`config.mk`:
```
export PLATFORM = sky130hd
export DESIGN_NAME = pipe_stage_latch
export DESIGN_NICKNAME = d
export VERILOG_FILES = /design/src/rtl/pipe_pkg.sv /design/src/rtl/pipe_skid_buf.sv /design/src/rtl/pipe_stage_latch.sv
export SDC_FILE = /design/constraint.sdc
export NUM_CORES = 1
export LEC_CHECK = 0
export ABC_AREA = 1
export ABC_CLOCK_PERIOD_IN_PS = 4000
export CAP_MARGIN = 0
export CORE_AREA = 2 2 82 84
export DETAILED_ROUTE_END_ITERATION = 8
export DIE_AREA = 0 0 84 86
export PLACE_DENSITY = 0.83
export SKIP_LAST_GASP = 1
export SLEW_MARGIN = 30
export SYNTH_ARGS = -nofsm -noshare
export SYNTH_HDL_FRONTEND = slang
export SYNTH_SLANG_ARGS = --single-unit
export TNS_END_PERCENT = 50
```
`constraint.sdc`:
```
create_clock -name i_clk -period 4 [get_ports i_clk]
set_input_delay 0.8 -clock i_clk [delete_from_list [all_inputs] [get_ports i_clk]]
set_output_delay 0.8 -clock i_clk [all_outputs]
set_load 0.05 [all_outputs]
```
`src/rtl/pipe_pkg.sv`:
```
// ----------------------------------------------------------------------------
// pipe_pkg
// Shared definitions for the generic inter-stage pipeline register.
//   - Default payload widths and the default NOP instruction encoding.
//   - stage_payload_t: instruction/PC/control bundle at the default widths.
//   - Bit positions of the control sideband as decoded by later stages.
// ----------------------------------------------------------------------------
package pipe_pkg;

  localparam int unsigned NB_INSTRUCT_DEF = 32;
  localparam int unsigned NB_PC_DEF       = 9;
  localparam int unsigned NB_CTRL_DEF     = 8;

  localparam logic [31:0] NOP_INSTR_DEF = 32'h0000_0000;

  typedef struct packed {
    logic [NB_INSTRUCT_DEF-1:0] instr;
    logic [NB_PC_DEF-1:0]       pc;
    logic [NB_CTRL_DEF-1:0]     ctrl;
  } stage_payload_t;

  // Control sideband bit positions
  localparam int unsigned CTRL_REG_WRITE  = 0;
  localparam int unsigned CTRL_MEM_READ   = 1;
  localparam int unsigned CTRL_MEM_WRITE  = 2;
  localparam int unsigned CTRL_MEM_TO_REG = 3;
  localparam int unsigned CTRL_BRANCH     = 4;
  localparam int unsigned CTRL_JUMP       = 5;
  localparam int unsigned CTRL_ALU_SRC    = 6;
  localparam int unsigned CTRL_HALT       = 7;

endpackage

```
`src/rtl/pipe_skid_buf.sv`:
```
// ----------------------------------------------------------------------------
// pipe_skid_buf
// One-entry holding register with a full flag. Catches a word accepted while
// the main stage register is occupied and blocked downstream.
// Ports:
//   clk        clock
//   reset      synchronous, active-high reset (empties the entry)
//   clear      synchronous flush (empties the entry)
//   push       write push_data; ignored while full so the entry is never
//              overwritten
//   pop        release the entry
//   push_data  word to store
//   full       entry holds data
//   data       stored word
// ----------------------------------------------------------------------------
module pipe_skid_buf #(
  parameter int unsigned NB_DATA = 49
) (
  input  logic               clk,
  input  logic               reset,
  input  logic               clear,
  input  logic               push,
  input  logic               pop,
  input  logic [NB_DATA-1:0] push_data,
  output logic               full,
  output logic [NB_DATA-1:0] data
);

  logic               full_q;
  logic [NB_DATA-1:0] data_q;

  always_ff @(posedge clk) begin
    if (reset || clear) begin
      full_q <= 1'b0;
    end else if (push && !full_q) begin
      full_q <= 1'b1;
    end else if (pop) begin
      full_q <= 1'b0;
    end
  end

  // Payload needs no reset; full_q qualifies it.
  always_ff @(posedge clk) begin
    if (push && !full_q) begin
      data_q <= push_data;
    end
  end

  assign full = full_q;
  assign data = data_q;

endmodule

```
`src/rtl/pipe_stage_latch.sv`:
```
// ----------------------------------------------------------------------------
// pipe_stage_latch
// Generic inter-stage pipeline register (IF/ID, ID/EX, EX/MEM, MEM/WB)
// carrying instruction, PC and control sideband with a valid/ready
// handshake, stall hold, flush-to-NOP and a saturating bubble counter.
// Priority per cycle: i_reset > i_flush > i_stall > normal.
//
// Build option: define PIPE_STAGE_SKID_EN to add a one-entry skid buffer
// behind the main register. o_ready then no longer depends combinationally
// on i_ready. Without it, o_ready = !i_stall & !i_flush & (!o_valid | i_ready).
//
// Ports:
//   i_clk, i_reset           clock, synchronous active-high reset
//   i_flush                  kill stage contents (drops same-cycle input)
//   i_stall                  hold contents, refuse new input
//   i_valid / o_ready        upstream handshake
//   i_instruction/i_pc/i_ctrl upstream payload
//   o_valid / i_ready        downstream handshake
//   o_instruction/o_pc/o_ctrl registered payload (o_ctrl zero when invalid)
//   o_bubble_cnt             saturating count of bubbles offered downstream
// ----------------------------------------------------------------------------
module pipe_stage_latch
  import pipe_pkg::*;
#(
  parameter int unsigned             NB_INSTRUCT = 32,
  parameter int unsigned             NB_PC       = 9,
  parameter int unsigned             NB_CTRL     = 8,
  parameter logic [NB_INSTRUCT-1:0] NOP_INSTR   = NB_INSTRUCT'(NOP_INSTR_DEF),
  parameter int unsigned             NB_CNT      = 16
) (
  input  logic                   i_clk,
  input  logic                   i_reset,
  input  logic                   i_flush,
  input  logic                   i_stall,
  input  logic                   i_valid,
  output logic                   o_ready,
  input  logic [NB_INSTRUCT-1:0] i_instruction,
  input  logic [NB_PC-1:0]       i_pc,
  input  logic [NB_CTRL-1:0]     i_ctrl,
  output logic                   o_valid,
  input  logic                   i_ready,
  output logic [NB_INSTRUCT-1:0] o_instruction,
  output logic [NB_PC-1:0]       o_pc,
  output logic [NB_CTRL-1:0]     o_ctrl,
  output logic [NB_CNT-1:0]      o_bubble_cnt
);

  logic                   valid_q, valid_d;
  logic [NB_INSTRUCT-1:0] instr_q, instr_d;
  logic [NB_PC-1:0]       pc_q, pc_d;
  logic [NB_CTRL-1:0]     ctrl_q, ctrl_d;
  logic [NB_CNT-1:0]      cnt_q, cnt_d;

  logic ready;
  logic accept;
  logic take_out;

`ifdef PIPE_STAGE_SKID_EN
  localparam int unsigned NB_PAY = NB_INSTRUCT + NB_PC + NB_CTRL;

  logic              skid_full;
  logic              skid_push;
  logic              skid_pop;
  logic              skid_clear;
  logic [NB_PAY-1:0] skid_data;

  pipe_skid_buf #(
    .NB_DATA (NB_PAY)
  ) u_skid (
    .clk       (i_clk),
    .reset     (i_reset),
    .clear     (skid_clear),
    .push      (skid_push),
    .pop       (skid_pop),
    .push_data ({i_instruction, i_pc, i_ctrl}),
    .full      (skid_full),
    .data      (skid_data)
  );

  // Depends only on registered state and hazard inputs, never on i_ready.
  assign ready = !i_stall && !i_flush && !skid_full;
`else
  assign ready = !i_stall && !i_flush && (!valid_q || i_ready);
`endif

  assign accept   = i_valid && ready;
  assign take_out = valid_q && i_ready;

  always_comb begin
    valid_d = valid_q;
    instr_d = instr_q;
    pc_d    = pc_q;
    ctrl_d  = ctrl_q;
`ifdef PIPE_STAGE_SKID_EN
    skid_push  = 1'b0;
    skid_pop   = 1'b0;
    skid_clear = 1'b0;
`endif

    if (i_reset || i_flush) begin
      valid_d = 1'b0;
      instr_d = NOP_INSTR;
      pc_d    = '0;
      ctrl_d  = '0;
`ifdef PIPE_STAGE_SKID_EN
      skid_clear = 1'b1;
`endif
    end else if (i_stall) begin
      // Held entry may still drain downstream; nothing new comes in.
      if (take_out) begin
`ifdef PIPE_STAGE_SKID_EN
        if (skid_full) begin
          {instr_d, pc_d, ctrl_d} = skid_data;
          skid_pop = 1'b1;
        end else begin
          valid_d = 1'b0;
          ctrl_d  = '0;
        end
`else
        valid_d = 1'b0;
        ctrl_d  = '0;
`endif
      end
    end else begin
`ifdef PIPE_STAGE_SKID_EN
      if (take_out) begin
        if (skid_full) begin
          // Skid is older than anything upstream; refill from it first.
          {instr_d, pc_d, ctrl_d} = skid_data;
          skid_pop = 1'b1;
        end else if (accept) begin
          instr_d = i_instruction;
          pc_d    = i_pc;
          ctrl_d  = i_ctrl;
        end else begin
          valid_d = 1'b0;
          ctrl_d  = '0;
        end
      end else if (accept) begin
        if (valid_q) begin
          skid_push = 1'b1;
        end else begin
          valid_d = 1'b1;
          instr_d = i_instruction;
          pc_d    = i_pc;
          ctrl_d  = i_ctrl;
        end
      end
`else
      // accept already implies the register is empty or draining.
      if (accept) begin
        valid_d = 1'b1;
        instr_d = i_instruction;
        pc_d    = i_pc;
        ctrl_d  = i_ctrl;
      end else if (take_out) begin
        valid_d = 1'b0;
        ctrl_d  = '0;
      end
`endif
    end
  end

  // Bubble counter: survives flush, saturates at all-ones.
  always_comb begin
    cnt_d = cnt_q;
    if (i_reset) begin
      cnt_d = '0;
    end else if (!valid_q && i_ready && (cnt_q != '1)) begin
      cnt_d = cnt_q + NB_CNT'(1);
    end
  end

  always_ff @(posedge i_clk) begin
    valid_q <= valid_d;
    instr_q <= instr_d;
    pc_q    <= pc_d;
    ctrl_q  <= ctrl_d;
    cnt_q   <= cnt_d;
  end

  assign o_ready       = ready;
  assign o_valid       = valid_q;
  assign o_instruction = instr_q;
  assign o_pc          = pc_q;
  assign o_ctrl        = valid_q ? ctrl_q : '0;
  assign o_bubble_cnt  = cnt_q;

endmodule
```
==> summary by stage, run 1 <==
Status
The flow ran to the end, and the final reports show no timing, DRC or antenna violations.

Logic synthesis
The count of yosys warnings during synthesis is 0. After synthesis, flip-flops and latches occupy 46.4% of the total area. In this run, synthesis inferred 0 flip-flops with an integrated enable. dfxtp_1 takes more of the synthesized area than any other cell. The most instantiated flip-flop cell in the synthesis netlist is dfxtp_1.

The share of synthesized registers carrying an async set or reset is 0%. The distinct cell type count after synthesis is 22. The synthesized flop and latch total is 66.

The synthesized area is 2850 sq um. Of the post-synthesis cell area, the dominant cell type holds 46.4%. Counting every net in the synthesized netlist gives 452. The count of mapped cells out of synthesis is 396. Ranked by total cell area, the synthesized netlist is headed by dfxtp_1 (46%), nand2_1 (13%), nand3_1 (12%).

After synthesis, the mean cell area works out to 7.20 sq um.

Placed design
Before CTS, the worst setup slack after placement is 1.15 ns. The port buffer count is 121. The HPWL after detailed placement is 5530 microns. The congestion estimate from routability-driven global placement came to 0.889.

Timing
At the pin with the least slew margin, the transition time is 0.882 ns. After layout, the worst setup slack is 1.20 ns. For the final routed database, the setup TNS stands at 0 ns. Setup violations remaining at the end of the flow were counted as 0. The clock skew after layout is 0.0117 ns. Based on the critical path, the design can be clocked at up to 357 MHz. The clock period minus worst slack is 2.80 ns.

The final max-slew violation count came to 0. The fraction of the cycle the final worst path needs is 70.1%. Setup repair after global routing left no endpoint under its margin.

The final count of hold timing violations was 0. Headroom to the max-slew limit came out at 41.2%.

Critical path
The kind of start point of the critical path is a primary input. By instance count, the cell type seen most on the critical path is nand2_1. In this run the worst path has a maximum fanout of 13. Walking the worst path, the cells encountered are clkdlybuf4s50_1 > inv_2 > nand2_1 > nand2_1 > nor2_4 > buf_12.

The slowest cell on the critical path is clkdlybuf4s50_1. The critical setup path kind is primary input to output pin. The longest individual stage delay on the worst path is 0.55 ns. The critical path capture point type is an output pin. At the worst endpoint, the required time is 3.20 ns.

At the worst endpoint, the arrival time is 2.00 ns.

Power
Net switching is 24.9% of the power. The sequential cell fraction of total power is 48.4%. The clock share of power is 39.8%. Power spread over the standard cell area amounts to 327 nW/um^2. For this design the total switching power over the nets is 346 uW. Summed over all cells, the static leakage comes to 1.53 nW. The design draws 1.39 mW.

VDD sags by at most 0.243 mV. The cell-internal power is 1.04 mW. The fraction of power consumed by combinational cells is 11.8%.

Die
The region available for standard cell placement spans 6280 sq um. The die covers 7220 sq um. The number of cell rows is 29. The die is 84 microns wide. The die is 86 microns tall. The starting density of the core is 45.4%.

During I/O placement, the number of pins put on the boundary was 122.

Drt
The detailed-route DRC error count is 0. The detailed-routing iteration count for the pre-antenna-repair pass is 4. The first routing iteration left 134 violations.

The count of nets left with antenna violations once routing finished came out at 0. The number of vias after detailed routing is 2988. The number of vias per cell is 5.07. The overall routed net length is 7850 microns. The detailed-route wire length per cell is 13.3 microns.

GRT
The first-pass GRT wire length is 12800 microns. The number of global-route vias before repair came to 2791. The overall overflow remaining after global route is 0. The initial antenna violation count is 0.

For this run, the total global-route usage over all layers was measured as 22.0%. The maximum number of pins on one net before global-route repair is 51.

Clock tree
The TritonCTS buffer count is 9. Counting along the longest clock path gives a buffer depth of 2. TritonCTS built the clock tree. The clock reaches the later pin of the worst-skew pair after 0.34 ns. The number of buffers inserted for hold repair after clock tree synthesis is 0. Buffers added to address setup during post-CTS repair amount to 0. Post-CTS repair changed the size of 0 cells. The depth of the CTS H-tree is 3. The clock sink count is 66. The root buffer selected by CTS is clkbuf_8.

The clock-pin slew of the registers on the worst-case setup and hold paths is 0.07 ns.

Worst hold path
The tightest min-delay check is of the flip-flop to flip-flop type.

Run
The max-cap check violation count is 0.

Layout
The area added between synthesis and finish is 49.2%. The number of diodes added for antenna fixing is 0. The core utilization of the finished layout is 67.7%. Of the cells placed in the final design, the portion with a size suffix greater than 1 is 7.81%. The net count reported at finish is 563.
cell type report:
| type | count | area (sq um) |
|---|---|---|
| fillers | 506 | 2020 |
| clock inverters | 5 | 53.8 |
| flip-flops and latches | 66 | 1320 |
| inverters | 25 | 93.8 |
| multi-input cells | 281 | 1310 |
| clock buffers | 11 | 141 |
| well taps | 77 | 96.3 |
| repair buffers | 124 | 1240 |
power by group through the flow:
stage                     logic (mW)  registers (mW)  clock network [mW]
after global placement         0.163           0.687                   0
after CTS                      0.165           0.673               0.562
after global routing           0.176           0.674               0.585
final                          0.164           0.673               0.554
after detailed placement       0.164           0.688                   0
after floorplan               0.0579           0.714                   0
flip-flops by register name (all words and copies together) (netlist names):
| register | flops |
|---|---|
| ctrl_q | 8 |
| o_bubble_cnt | 16 |
| o_instruction | 32 |
| o_pc | 9 |
| o_valid | 1 |
per-layer routing:
layer | GRT usage, % | wire, microns | vias up
met4 | 9.82 | 162 | 0
li1 | - | - | 1506
met2 | 36.1 | 3710 | 112
met5 | 0 | 0 | -
met3 | 9.53 | 790 | 16
met1 | 24.9 | 3180 | 1354
synth_stat cells, types with 2 or more instances:
master,instances
nand2_1,95
nand3_1,70
dfxtp_1,66
a21oi_1,57
nor2_1,38
inv_1,20
buf_2,8
clkbuf_1,8
buf_4,5
inv_2,4
nand2_2,4
nor2_2,4
nor2_4,4
buf_6,2
nand3_2,2
nor3_1,2
o21ai_0,2
critical path, delay by kind of cell:
family	cells	cell delay, ns
buf+inv	3	0.77
simple gates	3	0.43
placed cells by master (no fill, tap or decap), types with 2 or more instances in the layout:
cell type,synthesis,layout
nand3_1,70,70
a21oi_1,57,57
nor2_1,38,38
buf_4,5,3
clkbuf_8,0,10
nor2_4,4,4
nand2_2,4,4
inv_1,20,20
clkinv_2,0,3
o21ai_0,2,2
dfxtp_1,66,66
nand2_1,95,94
nor2_2,4,4
nand3_2,2,2
clkdlybuf4s50_1,0,119
nor3_1,2,2
inv_2,4,4
logic make-up after synthesis:
family                     synth area share, %
AOI/OAI and AO/OA                         10.5
adders and majority gates                0.439
buffers and inverters                     8.03
DFF                                       46.4
and+or+nand+nor                           34.6
per-stage QoR:
stage | hold slack [ns] | instance area [sq um] | cells
2_1_floorplan | 0.457 | 2850 | 396
3_3_place_gp | 0.447 | 4050 | 573
3_5_place_dp | 0.453 | 4050 | 573
4_1_cts | 0.462 | 4250 | 589
5_1_grt | 0.474 | 4250 | 589
6_report | 0.461 | 4250 | 589
path summary, 6_finish.rpt:
path              cells after the start  slack, ns                end               from
setup / recovery                      6       1.20            o_ready            i_ready
hold / removal                        2       0.46  o_instruction[19]  o_instruction[19]
setup reg to reg                      6       2.21  o_instruction[22]            o_valid
hold reg to reg                       2       0.46  o_instruction[19]  o_instruction[19]
Note: power is estimated with default switching activity, not from simulation.
==> run 2: changes to the inputs <==
Settings changed: ABC_CLOCK_PERIOD_IN_PS 4000 to 2500, CORE_AREA 2 2 82 84 to 2 2 90 92, DIE_AREA 0 0 84 86 to 0 0 92 94, PLACE_DENSITY 0.83 to 0.73.
Clock period 4 ns to 2.5 ns, I/O delays scaled along.
==> summary by stage, run 2 (same netlist as run 1, synthesis figures left out) <==
Layout
The area occupied by multi-input gates is 1300 sq um. In the final layout, flip-flops and latches occupy 1320 sq um. The commonest non-fill, non-tap cell in the layout is clkdlybuf4s50_1. The filler cells instantiated in the layout total 699.

Leaving out fill and tap cells, the most frequent cells in the layout are clkdlybuf4s50_1 (119), nand2_1 (95), nand3_1 (70), dfxtp_1 (66), a21oi_1 (57). The final layout contains 569 nets. The core utilization of the finished layout is 57.5%.

The register with the most flip-flops in the layout has 32 of them. The number of diodes added for antenna fixing is 0. From synthesis to final layout, the design area changed by 53.3%.

The layout cell share with drive strength beyond 1 is 8.69%.

Die
Once the floorplan was initialized, standard cells occupied 37.5% of the core. The number of cell rows is 32. Measured along the y axis, the die boundary spans 94 microns. The die covers 8650 sq um. The x dimension of the die is 92 microns. The core area is 7610 sq um. The number of primary I/O pins is 122.

Timing
The final count of hold timing violations is 0. After layout, the worst path uses 94.7% of the clock period. The upper clock frequency limit is 423 MHz.

For the pin with the worst max-slew slack, the measured transition is 0.541 ns. The clock period minus worst slack is 2.37 ns. Headroom to the max-slew limit came out at 63.8%.

The clock skew after layout is 0.00980 ns. The final-report setup violation count is 0. Setup repair after global routing left no endpoint under its margin. The final-layout setup total negative slack is 0 ns.

The final max-slew violation count is 0.

Clock tree
The root buffer selected by CTS is clkbuf_8. Hold repair after CTS inserted 0 buffers. The clock-pin slew of the registers on the worst-case setup and hold paths is 0.07 ns.

CTS built an H-tree with a depth of 3. The CTS tree is built. The clock sink count is 66. The count of buffers added by post-CTS timing repair for setup is 0.

The insertion delay of the later-clocked pin in the worst-skew pair is 0.34 ns. Post-CTS repair changed the size of 0 cells. TritonCTS created 9 clock buffers. The buffer depth of the longest clock path is 2.

GRT
The maximum number of pins on one net before global-route repair is 50. The initial antenna violation count is 0. Global routing used 19.1% of the available tracks. The overall overflow remaining after global route is 0. The first global-routing pass estimated 13100 microns of wire. The number of global-route vias before repair came to 2822.

Critical path
The number of buffer and inverter stages on the critical path is 2. The longest individual stage delay on the worst path is 0.81 ns. The required arrival time at the worst endpoint is 2.00 ns.

The critical path capture point type is an output pin. Of all nets on the critical path, the largest fanout is 8. The worst setup path is launched from a flip-flop. The critical setup path kind is flip-flop to output pin. The signal on the critical path passes through buf_4 > clkdlybuf4s50_1. Data arrives at the worst endpoint at 1.87 ns.

The slowest cell on the critical path is clkdlybuf4s50_1. The family with the most delay on the worst path is buffers and inverters.

Power
Net switching is 23.6% of the power. The cell-internal power is 1.81 mW. The static power due to leakage is 1.58 nW. The net switching power figure is 559 uW.

Of the total power, the clock network draws 43.1%. Of the total power, combinational logic draws 11.5%. The sequential cell fraction of total power is 45.4%. The maximum VDD drop is 0.292 mV. In this run the power density over the cells is 542 nW/um^2.

Drt
The remaining antenna violation count after routing is 0. The detailed-route DRC error count is 0. After the first detailed-routing iteration, the DRC count stood at 103. Summed over all layers, the routed wires come to 8020 microns. The final route contains 2958 vias. The detailed-routing iteration count for the pre-antenna-repair pass is 4. The number of vias per cell is 4.77. Dividing the detail-routed wire length by the instance count gives 12.9 microns.

Worst hold path
The type of the most critical hold path is flip-flop to flip-flop.

Placed design
The routability congestion estimate from global placement is 0.874. Summed over all nets, the half-perimeter wirelength after detailed placement is 5710 microns. During placement, the flow inserted port buffers numbering 121.

Run
The max-cap check violation count is 0.

Status
The flow ran to the end, and the final reports show no timing, DRC or antenna violations.
==> run 2: stage by stage <==
stage	area (sq um)	setup slack (ns)	power [mW]	cells	hold slack (ns)
after floorplan	2850	0.773	1.23	396	0.457
after global placement	4140	0.386	1.37	604	0.446
after detailed placement	4140	0.386	1.37	604	0.452
after CTS	4370	0.141	2.40	620	0.462
after global routing	4370	0.0750	2.46	620	0.473
final	4370	0.134	2.37	620	0.461
==> run 2: routing by layer <==
layer  part of all wire [%]  track usage (%)
met1                     41             21.6
met3                    9.5             8.27
met4                    1.7             7.84
met5                      0                0
met2                     48             31.8
==> run 2: worst reg2reg max path: cells and delay by family (launching register included) <==
family	cells	cell delay, ns
flops	1	0.51
buf+inv	2	0.50
simple gates	5	0.46
compound gates	1	0.17
==> run 2: path summary, 6_finish.rpt <==
kind | start | endpoint | slack [ns] | depth (start not counted)
worst max-delay path | o_valid | o_valid | 0.13 | 2
worst min register to register | o_instruction[25] | o_instruction[25] | 0.46 | 2
worst min-delay path | o_instruction[25] | o_instruction[25] | 0.46 | 2
worst max register to register | o_valid | ctrl_q[1] | 0.79 | 8
==> run 2: cell type report <==
class | instances | area share, %
Inverter | 25 | 2.15
Clock buffer | 12 | 3.55
Multi-Input combinational cell | 281 | 29.7
Sequential cell | 66 | 30.2
Tap cell | 102 | 2.92
Timing Repair Buffer | 130 | 29.7
Clock inverter | 4 | 1.69
==> run 2: power by group through the flow <==
stage               clock (mW)  sequential [mW]  combinational, mW
finish                    1.02             1.08              0.273
detailed placement           0             1.10              0.274
floorplan                    0             1.14             0.0926
global route              1.09             1.08              0.294
global placement             0             1.10              0.273
CTS                       1.05             1.08              0.275
